[config.mk]
export PLATFORM = sky130hd
export DESIGN_NAME = param_sram_ctrl
export DESIGN_NICKNAME = d
export VERILOG_FILES = /design/src/rtl/param_sram_ctrl.sv
export SDC_FILE = /design/constraint.sdc
export NUM_CORES = 1
export LEC_CHECK = 0
export CAP_MARGIN = 20
export CORE_UTILIZATION = 57
export CTS_BUF_LIST = sky130_fd_sc_hd__clkbuf_8
export DETAILED_ROUTE_END_ITERATION = 7
export HOLD_SLACK_MARGIN = 0.05
export PLACE_DENSITY = 0.78
export SYNTH_ARGS = -nofsm -noshare
export SYNTH_HDL_FRONTEND = slang
export SYNTH_SLANG_ARGS = --single-unit
[constraint.sdc]
create_clock -name clock -period 1.7 [get_ports clock]
set_input_delay 0.34 -clock clock [delete_from_list [all_inputs] [get_ports clock]]
set_output_delay 0.34 -clock clock [all_outputs]
set_load 0.02 [all_outputs]
[src/rtl/param_sram_ctrl.sv]
// Single-port synchronous RAM with registered read, valid strobe and zero-fill clear engine.
// Optional per-word parity storage and checking is enabled by defining PARITY_EN.
`timescale 1ns/1ps

// state    | meaning
// ST_CLEAR | clear engine zero-filling the array, user accesses dropped
// ST_IDLE  | array available for user reads and writes
module param_sram_ctrl #(
    parameter int DATA_W = 4,
    parameter int ADDR_W = 5
) (
    input  logic              clock,
    input  logic              resetn,
    input  logic [ADDR_W-1:0] address,
    input  logic [DATA_W-1:0] data,
    input  logic              wren,
    input  logic              rden,
    input  logic              clear_req,
    input  logic              err_inject,
    output logic [DATA_W-1:0] q,
    output logic              q_valid,
    output logic              busy,
    output logic              clear_done,
    output logic              parity_err
);

    localparam int DEPTH = 2 ** ADDR_W;
`ifdef PARITY_EN
    localparam int WORD_W = DATA_W + 1;
`else
    localparam int WORD_W = DATA_W;
`endif

    localparam logic [0:0] ST_CLEAR = 1'b0;
    localparam logic [0:0] ST_IDLE  = 1'b1;

    logic [0:0]        state;
    logic [0:0]        state_nxt;
    logic [ADDR_W-1:0] clr_addr;
    logic [ADDR_W-1:0] clr_addr_nxt;
    logic              clr_last;

    logic [WORD_W-1:0] mem [DEPTH];

    logic              user_ok;
    logic              acc_wr;
    logic              acc_rd;
    logic              mem_we;
    logic [ADDR_W-1:0] mem_addr;
    logic [WORD_W-1:0] mem_wdata;
    logic [WORD_W-1:0] wr_word;
    logic [WORD_W-1:0] rd_word;

    assign busy     = (state == ST_CLEAR);
    assign clr_last = (clr_addr == {ADDR_W{1'b1}});

    // A pending clear request wins over any access presented in the same cycle.
    assign user_ok = (state == ST_IDLE) && !clear_req;
    assign acc_wr  = user_ok && wren;
    assign acc_rd  = user_ok && rden;

`ifdef PARITY_EN
    assign wr_word = {(^data) ^ err_inject, data};
`else
    logic unused_err_inject;
    assign unused_err_inject = err_inject;
    assign wr_word = data;
`endif

    // Write-first: a simultaneous write is forwarded to the read port.
    assign rd_word = acc_wr ? wr_word : mem[address];

    always_comb begin
        mem_we    = 1'b0;
        mem_addr  = address;
        mem_wdata = wr_word;
        if (state == ST_CLEAR) begin
            mem_we    = 1'b1;
            mem_addr  = clr_addr;
            mem_wdata = '0;
        end else if (acc_wr) begin
            mem_we = 1'b1;
        end
    end

    always_ff @(posedge clock) begin
        if (mem_we) begin
            mem[mem_addr] <= mem_wdata;
        end
    end

    always_comb begin
        state_nxt    = state;
        clr_addr_nxt = clr_addr;
        case (state)
            ST_CLEAR: begin
                clr_addr_nxt = clr_addr + ADDR_W'(1);
                if (clr_last) begin
                    state_nxt = ST_IDLE;
                end
            end
            default: begin
                if (clear_req) begin
                    state_nxt    = ST_CLEAR;
                    clr_addr_nxt = '0;
                end
            end
        endcase
    end

    always_ff @(posedge clock or negedge resetn) begin
        if (!resetn) begin
            state      <= ST_CLEAR;
            clr_addr   <= '0;
            clear_done <= 1'b0;
        end else begin
            state      <= state_nxt;
            clr_addr   <= clr_addr_nxt;
            clear_done <= (state == ST_CLEAR) && clr_last;
        end
    end

    always_ff @(posedge clock or negedge resetn) begin
        if (!resetn) begin
            q       <= '0;
            q_valid <= 1'b0;
        end else begin
            q_valid <= acc_rd;
            if (acc_rd) begin
                q <= rd_word[DATA_W-1:0];
            end
        end
    end

`ifdef PARITY_EN
    always_ff @(posedge clock or negedge resetn) begin
        if (!resetn) begin
            parity_err <= 1'b0;
        end else begin
            parity_err <= acc_rd && ((^rd_word[DATA_W-1:0]) != rd_word[DATA_W]);
        end
    end
`else
    assign parity_err = 1'b0;
`endif

endmodule

# After elaboration in Yosys (flattened, before gate mapping)
# Memories as Yosys holds them, arrays and structs flattened. A register that Yosys moved wholly into a read port is not among the register bits.
# Index checks and enable logic that the tools add are counted.
# Widths: inputs -> output; s select.
classes:
  add_sub_neg: 1
  eq_ne: 2
  n_mux: 11
  bitwise: 1
  n_reduce_logical: 6
op_table:
  columns: ["cell", "n"]
  rows:
  - ["$mux 5", 3]
  - ["$mux 1", 7]
  - ["$add 5x1->5 const B", 1]
  - ["$eq 5x5->1 const B", 1]
  - ["$logic_and 1x1->1", 4]
  - ["$mux 4", 1]
  - ["$logic_not 1->1", 2]
  - ["$ne 2x2->1 const B", 1]
  - ["$not 1->1", 1]
word_totals:
  register_bits: 8
  mem_bits_rw: 128
  in_bits: 15
  out_inout_bits: 8
  word_cells: 26
  mem_count: 1
memory_table:
  columns: ["name", "words", "word_bits", "read_ports", "rd_ports_with_merged_regs", "wr", "line_no", "source"]
  rows:
  - ["mem", 32, 4, 1, 1, 1, "43", "logic [WORD_W-1:0] mem [DEPTH];"]

# Logic depth before layout (Yosys ltp)
# Gate-level depths: netlist (run 1).
depth:
  depth_word: 7
  depth_mapped: 8
  ltp_nobuf: 5

# Least setup slack after synthesis (run 1)
# OpenSTA, ideal clock, no wires.
synth_timing:
  path_kind: "input port to flip-flop"
  from: "in address[0]"
  to: "reg q[1] (read register of mem)"
  setup_ns: 0.126
  t_arrival_ns: 1.642
  t_required_ns: 1.574
  path_slack_ns: -0.068
  stages: 6
  n_path_buf: 2
  path_cell_list: "buf_6 > buf_6 > mux4_2 > o32ai_2 > nor3_1 > a221o_1"
synth_rtl:
  columns: ["item", "line_no", "source"]
  rows:
  - ["start, declared", "14", "input logic [ADDR_W-1:0] address,"]
  - ["end, declared", "20", "output logic [DATA_W-1:0] q,"]

# Worst setup path in the final report (run 1)
layout_timing:
  from: "reg state"
  to: "mem mem[15][2] (netlist bit), enable pin"
layout_between:
  elab_chain_cells: 6
  elab_cells_between_ends: 7
  classes_between: "mux (5); reduce/logical (2)"
layout_lines:
  columns: ["item", "line_no", "source"]
  rows:
  - ["start, declared", "37", "logic [0:0] state;"]
  - ["start signal, assigned", "117", "state <= state_nxt;"]
  - ["$logic_and 1x1->1", "58", "assign user_ok = (state == ST_IDLE) && !clear_req;"]
  - ["$logic_and 1x1->1", "59", "assign acc_wr = user_ok && wren;"]
  - ["$mux 1", "81", "end else if (acc_wr) begin"]
  - ["$mux 1", "77", "if (state == ST_CLEAR) begin"]
  - ["$mux 1", "87", "if (mem_we) begin"]
  - ["$mux 1 (not written as such)", "88", "mem[mem_addr] <= mem_wdata;"]
  - ["end, declared", "43", null]
# Parallel ways exist; a longest one is shown, timed or not.

==> results_dict.tcl, run 1 <==
set metrics [dict create \
    outcome "complete, but fails checks" \
    violations "setup timing" \
    synth_common_cells "edfxtp_1, nor2_1, nand2_1" \
    avgSynthCellArea_um2 17.35 \
    dr.pass1.iters 5 \
    cp-start-kind "flop" \
    cpPeakStageDelay_ns 0.51 \
    die_x_um 103.6 \
    p_leak_nw 2.808 \
    worst_pin_slew_ns 0.5643 \
    r2r-end "mem[15][2]" \
    tns_ns -8.655 \
    cap_violations 0 \
    finalCritPeriodShare_pct 111.1 \
    rows 36 \
    clock_latency_ns 0.45 \
    place_area_um2 6819 \
    r2r_setup_slack_ns -0.19 \
    synth_edf_count 128 \
    antenna_left 0 \
    place_inst 559 \
    vdd.ir_drop.worst_v 0.0006788 \
    slew_headroom_pct 62.26 \
    nets 465 \
    port_buffers 20 \
    cts_tree "done" \
    fmax_mhz 529.3 \
    yosys_warnings 0 \
    setup_ws_ns -0.1894 \
    rsz0062_at_grt "yes" \
    ios 23 \
    period_needed_ns 1.889 \
    powerDensity_nw_per_um2 1423 \
    initial_utilization_pct 59.37 \
    setup_viol 132 \
    viasPerCell 6.707 \
    hold_ws_ns 0.2492 \
    grt_pass1_wl_mm 22.20 \
    cp-end-kind "flop" \
    drt-total-wl_mm 16.84 \
    synth_cell_type_count 46 \
    synth_top_area_cell "edfxtp_1" \
    antenna_found_initial 0 \
    cp_max_fo 8 \
    grt_overflow 0 \
    clockBufferDepth 2 \
    nFillCells 459 \
    synth_area_um2 5883 \
    required_ns 1.86 \
    clockRootBuffer "clkbuf_8" \
    synth_most_common_cell "edfxtp_1" \
    path_class "flop to flop" \
    numClockSinks 140 \
    track_usage_pct 28.79 \
    grt_pass1_vias 3861 \
    syn_nets 356 \
    instances_no_fill 594 \
    dpl_worst_slack_ns -0.5071 \
    fin_skew_ns 0.01353 \
    drive_gt1_share_pct 45.34 \
    dieArea_um2 10730 \
    holdBufCountCts 0 \
    crit_chain "inv_2 -> nand2_1 -> o21ai_1 -> nand2_2 -> nor2_1 -> buf_4" \
    synth-seq-cells 140 \
    r2r_cells 6 \
    synth_top_area_share_pct 65.33 \
    netlist_top_cells_area "edfxtp_1, mux4_2, mux4_1" \
    hold_viol_final 0 \
    postSynth.asyncResetShare_pct 8.571 \
    grt_max_degree 33 \
    htree_levels 4 \
    diodes 0 \
    syn_inst 339 \
    drt-initial-drc-count 404 \
    die_h_um 103.6 \
    final_core_util_pct 78.32 \
    dp_hpwl_mm 8.941 \
    routed-via-count 3984 \
    numCtsBuffers 17 \
    cp.arrival_ns 2.05 \
    p_total_mw 11.04 \
    finalInstanceArea_um2 7761 \
    wire_per_inst_um 28.35 \
    worstHoldPathType "input port to async pin" \
    drv_slew 0 \
    area_delta_synth_final_pct 31.92 \
    core-area_um2 9910 \
    synth-main-ff-cell "edfxtp_1" \
    crit_slowest_cell "dfrtp_2" \
    routabilityCongestion 0.8836 \
    clk_pin_slew_worst_paths_ns 0.08 \
    yosysSeqAreaShare_pct 70.44 \
    rr_startpoint "state" \
    drcViolationCount 0 \
]
[registers in the layout (all words and copies together) (netlist names)]
signal	flops
clr_addr	5
mem	128
state	1
q_valid	1
q	4
clear_done	1
[repair_timing]
action                     4_1_cts  5_1_grt
setup endpoints to repair      139      133
setup buffers                    1        1
gates resized for setup         35      109
hold endpoints to repair         0        0
pin swaps                        3       20
cloned                           1        0
[kinds of logic (layout without fill, tap and decap cells)]
logic type | count (synthesis) | after routing | synth area share (%)
AO/OA/AOI/OAI | 29 | 29 | 3.701
XOR/XNOR | 5 | 5 | 0.7445
adder cells (fa/ha/maj) | 2 | 2 | 0.4253
buffers and inverters | 23 | 145 | 2.190
flip-flops | 140 | 140 | 70.44
multiplexers | 45 | 45 | 15.08
other | 1 | 1 | 0.06374
AND/OR/NAND/NOR | 94 | 94 | 7.359
[layout by cell type, fill, tap and decap left out, types with 8 or more instances in the layout]
master           instances
edfxtp_1               128
buf_4                   48
buf_6                   32
mux4_2                  25
nor2_4                  18
clkbuf_8                17
nor2_1                  14
nand2_1                 14
dfrtp_1                 11
clkdlybuf4s50_1         10
nand2_2                  8
[critical path: cells and delay by family, from the launching register on]
kind	cells	cell delay, ns
buffers and inverters	2	0.32
and+or+nand+nor	3	0.49
DFF	1	0.51
AOI/OAI and AO/OA	1	0.29
[cell type report]
type	count	area, um2	area share [%]
multi-input cells	176	1963	25.29
well taps	133	166.4	2.144
clock buffers	17	234.0	3.015
repair buffers	107	1050	13.53
inverters	6	22.52	0.2902
flip-flops and latches	140	4145	53.41
clock inverters	15	180.2	2.321
[routing by layer]
metal | vias up | track usage, % | routed length [um]
li1 | 1556 | - | -
met1 | 1963 | 37.56 | 5757
met2 | 363 | 45.06 | 8057
met3 | 102 | 7.237 | 1939
met4 | 0 | 15.32 | 1088
met5 | - | 0 | 0
[how the worst max path moves through the flow]
stage | from | end | slack (ns) | depth (start not counted)
2_1_floorplan | address[0] | q[1] | -0.05 | 6
3_3_place_gp | address[2] | mem[29][1] | -0.44 | 7
6_report | state | mem[15][2] | -0.19 | 6
5_1_grt | state | mem[15][1] | -0.18 | 6
4_1_cts | state | mem[26][1] | -0.04 | 6
3_5_place_dp | address[2] | mem[4][2] | -0.51 | 7
[power breakdown]
| part | internal (mW) | total [mW] | switching, mW |
|---|---|---|---|
| sequential | 4.39 | 4.71 | 0.311 |
| clock | 1.57 | 2.83 | 1.26 |
| combinational | 1.44 | 3.51 | 2.07 |
| total | 7.40 | 11.0 | 3.64 |
No activity file was read; power rests on OpenSTA's default activity.
==> inputs of run 2 (changes only) <==
--- a/config.mk
+++ b/config.mk
@@ -11,6 +11,7 @@
 export DETAILED_ROUTE_END_ITERATION = 7
 export HOLD_SLACK_MARGIN = 0.05
 export PLACE_DENSITY = 0.78
+export REMOVE_ABC_BUFFERS = 1
 export SYNTH_ARGS = -nofsm -noshare
 export SYNTH_HDL_FRONTEND = slang
 export SYNTH_SLANG_ARGS = --single-unit
==> results_dict.tcl, run 2 (synthesized netlist as in run 1, its figures left out) <==
set metrics [dict create \
    outcome "complete, but fails checks" \
    violations "setup timing" \
    rsz0062_at_grt "yes" \
    initial_utilization_pct 59.37 \
    htree_levels 4 \
    die_h_um 103.6 \
    clock_latency_ns 0.44 \
    p_leak_nw 2.822 \
    drt-initial-drc-count 394 \
    nFillCells 485 \
    numClockSinks 140 \
    drt-total-wl_mm 16.42 \
    core-area_um2 9910 \
    worst_pin_slew_ns 0.5369 \
    viasPerCell 6.518 \
    r2r-end "mem[29][3]" \
    dr.pass1.iters 5 \
    powerDensity_nw_per_um2 1428 \
    rr_startpoint "state" \
    mostFrequentLayoutCell "edfxtp_1" \
    crit_top_cell "buf_6" \
    tns_ns -14.50 \
    crit_chain "buf_6 -> nand4b_1 -> o21ai_2 -> nand2_2 -> buf_8 -> nor2_4 -> buf_6" \
    place_area_um2 6832 \
    route.met2.wl_mm 7.971 \
    slew_headroom_pct 64.09 \
    crit_end "mem[29][3]" \
    dp_hpwl_mm 8.678 \
    ios 23 \
    dieArea_um2 10730 \
    routed-via-count 3865 \
    die_x_um 103.6 \
    hold_viol_final 0 \
    wl_met3_mm 1.715 \
    path_class "flop to flop" \
    critical_path_buf_inv_count 3 \
    period_needed_ns 1.856 \
    rows 36 \
    area_delta_synth_final_pct 34.03 \
    cp_max_fo 7 \
    critPathTopFamily "flip-flops" \
    required_ns 1.86 \
    met1_length_mm 5.986 \
    vdd.ir_drop.worst_v 0.0008378 \
    regMostFlops "mem" \
    cpPeakStageDelay_ns 0.50 \
    critPathLaunch "state" \
    clockBufferDepth 2 \
    worst-path-stages 7 \
    cp-start-kind "flop" \
    clk_pin_slew_worst_paths_ns 0.08 \
    cp.arrival_ns 2.02 \
    final_cell_mix "edfxtp_1, buf_4, buf_6, nor2_4, mux4_2" \
    finalInstanceArea_um2 7885 \
    fmax_mhz 538.8 \
    drive_gt1_share_pct 47.83 \
    diodes 0 \
    routabilityCongestion 0.8683 \
    setup_ws_ns -0.1560 \
    worstHoldPathType "input port to async pin" \
    finalCritPeriodShare_pct 109.2 \
    hold_ws_ns 0.2466 \
    cp-end-kind "flop" \
    largest_registers "mem (128), clr_addr (5), q (4)" \
    wire_per_inst_um 27.69 \
    grt_pass1_vias 3730 \
    numCtsBuffers 17 \
    antenna_found_initial 0 \
    track_usage_pct 27.03 \
    antenna_left 0 \
    holdBufCountCts 0 \
    grt_pass1_wl_mm 20.96 \
    largest_reg_flops 128 \
    grt_overflow 0 \
    clockRootBuffer "clkbuf_8" \
    cts_tree "done" \
    cap_violations 0 \
    port_buffers 20 \
    r2r_setup_slack_ns -0.16 \
    drv_slew 0 \
    fin_skew_ns 0.01002 \
    r2r_cells 7 \
    drcViolationCount 0 \
    nets 464 \
    grt_max_degree 33 \
    top_layer "met4" \
    setup_viol 132 \
    crit_slowest_cell "dfrtp_2" \
]
-- run 2: cell count changes in the layout (fill, tap and decap cells not counted), sizes merged --
cell           delta
clkdlybuf4s50     -1
clkinv            -6
dlygate4sd2       -1
bufbuf            -1
clkbuf            +1
buf               -1
inv               +3
dlymetal6s2s      +2
clkinvlp          +3
-- run 2: per-stage QoR --
stage          total power [mW]  util [%]  setup slack (ns)  cells
6_report                  11.26     79.57           -0.1560    593
5_1_grt                   11.58     79.57           -0.1743    593
4_1_cts                   9.914     73.71         0.0002702    590
3_5_place_dp              7.107     68.94           -0.5042    558
3_3_place_gp              7.004     68.94           -0.4550    558
2_1_floorplan             5.776         -           -0.3011    322
-- run 2: layer usage --
metal / track usage, % / vias to the layer above
met5: 0 / -
met4: 12.73 / 0
met3: 7.363 / 77
met2: 41.71 / 286
met1: 36.13 / 1952
li1: - / 1550
-- run 2: layout make-up --
type,count,area (um2),area share [%]
inverters,6,22.52,0.2856
well taps,133,166.4,2.110
clock buffers,17,234.0,2.967
flip-flops and latches,140,4145,52.57
multi-input cells,176,2031,25.75
clock inverters,15,183.9,2.333
repair buffers,106,1102,13.98
-- run 2: what timing repair did --
item / 4_1_cts / 5_1_grt
resized for setup: 34 / 149
endpoints found under the setup margin: 138 / 133
pin swaps: 1 / 27
buffers inserted: 0 / 3
gates cloned: 0 / 1
-- run 2: report_power, final --
part	switching, mW	leakage (nW)	internal [mW]	total (mW)
Combinational	2.18	1.27	1.52	3.71
Clock	1.29	0.213	1.57	2.86
Sequential	0.295	1.34	4.39	4.69
Total	3.77	2.82	7.49	11.3
-- run 2: how the worst min path moves through the flow --
stage	to	slack [ns]
2_1_floorplan	clear_done	0.04
3_3_place_gp	q[0]	0.46
3_5_place_dp	q[0]	0.50
4_1_cts	clear_done	0.25
5_1_grt	clear_done	0.28
6_report	clear_done	0.25
==> inputs of run 3 (changes only) <==
--- a/config.mk
+++ b/config.mk
@@ -15,3 +15,4 @@
 export SYNTH_ARGS = -nofsm -noshare
 export SYNTH_HDL_FRONTEND = slang
 export SYNTH_SLANG_ARGS = --single-unit
+export TNS_END_PERCENT = 20
==> results_dict.tcl, run 3 (synthesized netlist as in run 1, its figures left out) <==
set metrics [dict create \
    hold_ws_ns 0.2371 \
    viasPerCell 6.437 \
    final_core_util_pct 79.27 \
    crit_chain "buf_6 -> nand4b_1 -> o21ai_2 -> nand2_2 -> buf_6 -> nor2_4 -> buf_6" \
    drcViolationCount 0 \
    drv_slew 0 \
    p_total_mw 11.22 \
    dr.pass1.iters 5 \
    drt-total-wl_mm 16.05 \
    tns_ns -9.779 \
    drive_gt1_share_pct 46.96 \
    cp-start-kind "flop" \
    holdBufCountCts 0 \
    finalInstanceArea_um2 7855 \
    cp-end-kind "flop" \
    crit_top_cell "buf_6" \
    final_cell_mix "edfxtp_1, buf_4, buf_6, nor2_4, mux4_2" \
    critical_path_buf_inv_count 3 \
    place_area_um2 6832 \
    p_leak_nw 2.823 \
    vdd.ir_drop.worst_v 0.0006972 \
    worstHoldPathType "input port to async pin" \
    dp_hpwl_mm 8.678 \
    clk_pin_slew_worst_paths_ns 0.09 \
    cp.arrival_ns 1.99 \
    largest_reg_flops 128 \
    required_ns 1.86 \
    worst-path-stages 7 \
    regMostFlops "mem" \
    die_h_um 103.6 \
    critPathLaunch "state" \
    instances_no_fill 593 \
    dieArea_um2 10730 \
    r2r_cells 7 \
    clock_latency_ns 0.46 \
    fin_skew_ns 0.02210 \
    outcome "complete, but fails checks" \
    cap_violations 0 \
    die_x_um 103.6 \
    slew_headroom_pct 62.40 \
    setup_ws_ns -0.1225 \
    htree_levels 4 \
    hold_viol_final 0 \
    dpl_worst_slack_ns -0.5042 \
    period_needed_ns 1.823 \
    clockBufferDepth 2 \
    crit_slowest_cell "dfrtp_2" \
    nets 464 \
    port_buffers 20 \
    cpPeakStageDelay_ns 0.53 \
    finalCritPeriodShare_pct 107.2 \
    path_class "flop to flop" \
    track_usage_pct 27.03 \
    drt-initial-drc-count 350 \
    antenna_left 0 \
    largest_registers "mem (128), clr_addr (5), q (4)" \
    critPathTopFamily "flip-flops" \
    core-area_um2 9910 \
    numCtsBuffers 17 \
    clockRootBuffer "clkbuf_8" \
    antenna_found_initial 0 \
    grt_overflow 0 \
    diodes 0 \
    mostFrequentLayoutCell "edfxtp_1" \
    grt_pass1_wl_mm 20.96 \
    powerDensity_nw_per_um2 1428 \
    rsz0062_at_grt "yes" \
    place_inst 558 \
    rows 36 \
    wire_per_inst_um 27.06 \
    setup_viol 132 \
    numClockSinks 140 \
    initial_utilization_pct 59.37 \
    cts_tree "done" \
    grt_pass1_vias 3730 \
    ios 23 \
    cp_max_fo 7 \
    grt_max_degree 33 \
    routed-via-count 3817 \
    routabilityCongestion 0.8683 \
    worst_pin_slew_ns 0.5622 \
    rr_startpoint "state" \
    fmax_mhz 548.7 \
    area_delta_synth_final_pct 33.52 \
    violations "setup timing" \
]
==> run 3: cell counts in the layout (fill, tap and decap cells not counted) <==
Identical to the previous run, type by type.
==> run 3: per-layer routing <==
metal | part of all wire [%] | GRT usage, % | up-vias
li1 | - | - | 1555
met1 | 37 | 36.13 | 1912
met2 | 49 | 41.71 | 277
met3 | 9.4 | 7.363 | 73
met4 | 4.6 | 12.73 | 0
met5 | 0 | 0 | -
==> run 3: report_power, final <==
| part | internal [mW] | total [mW] | switching (mW) |
|---|---|---|---|
| registers | 4.39 | 4.70 | 0.310 |
| clock network | 1.57 | 2.85 | 1.28 |
| logic | 1.51 | 3.66 | 2.16 |
==> run 3: final cells by class <==
cell class,count,area (um2)
sequential,140,4145
fill,485,2054
multi-input combinational,176,2012
timing repair buffer,106,1091
clock buffer,17,234.0
clock inverter,15,183.9
tap,133,166.4
inverter,6,22.52
==> run 3: worst reg2reg max path, stage by stage (launching register included) <==
cell      delay, ns
dfrtp_2        0.53
buf_6          0.19
nand4b_1       0.13
o21ai_2        0.14
nand2_2        0.14
buf_6          0.17
nor2_4         0.11
buf_6          0.13
==> run 3: worst paths after layout <==
check | endpoint | slack, ns
min in group clock | q[0] | 0.51
setup / recovery | mem[3][1] | -0.12
hold reg to reg | q[0] | 0.51
setup reg to reg | mem[3][1] | -0.12
hold / removal | q[2] | 0.24
max in group asynchronous | state | 1.05
==> run 3: repair_timing <==
item | 4_1_cts | 5_1_grt
cloned | 0 | 1
gates resized for setup | 34 | 141
endpoints found under the setup margin | 138 | 133
setup buffers | 0 | 3
pin swaps | 1 | 26
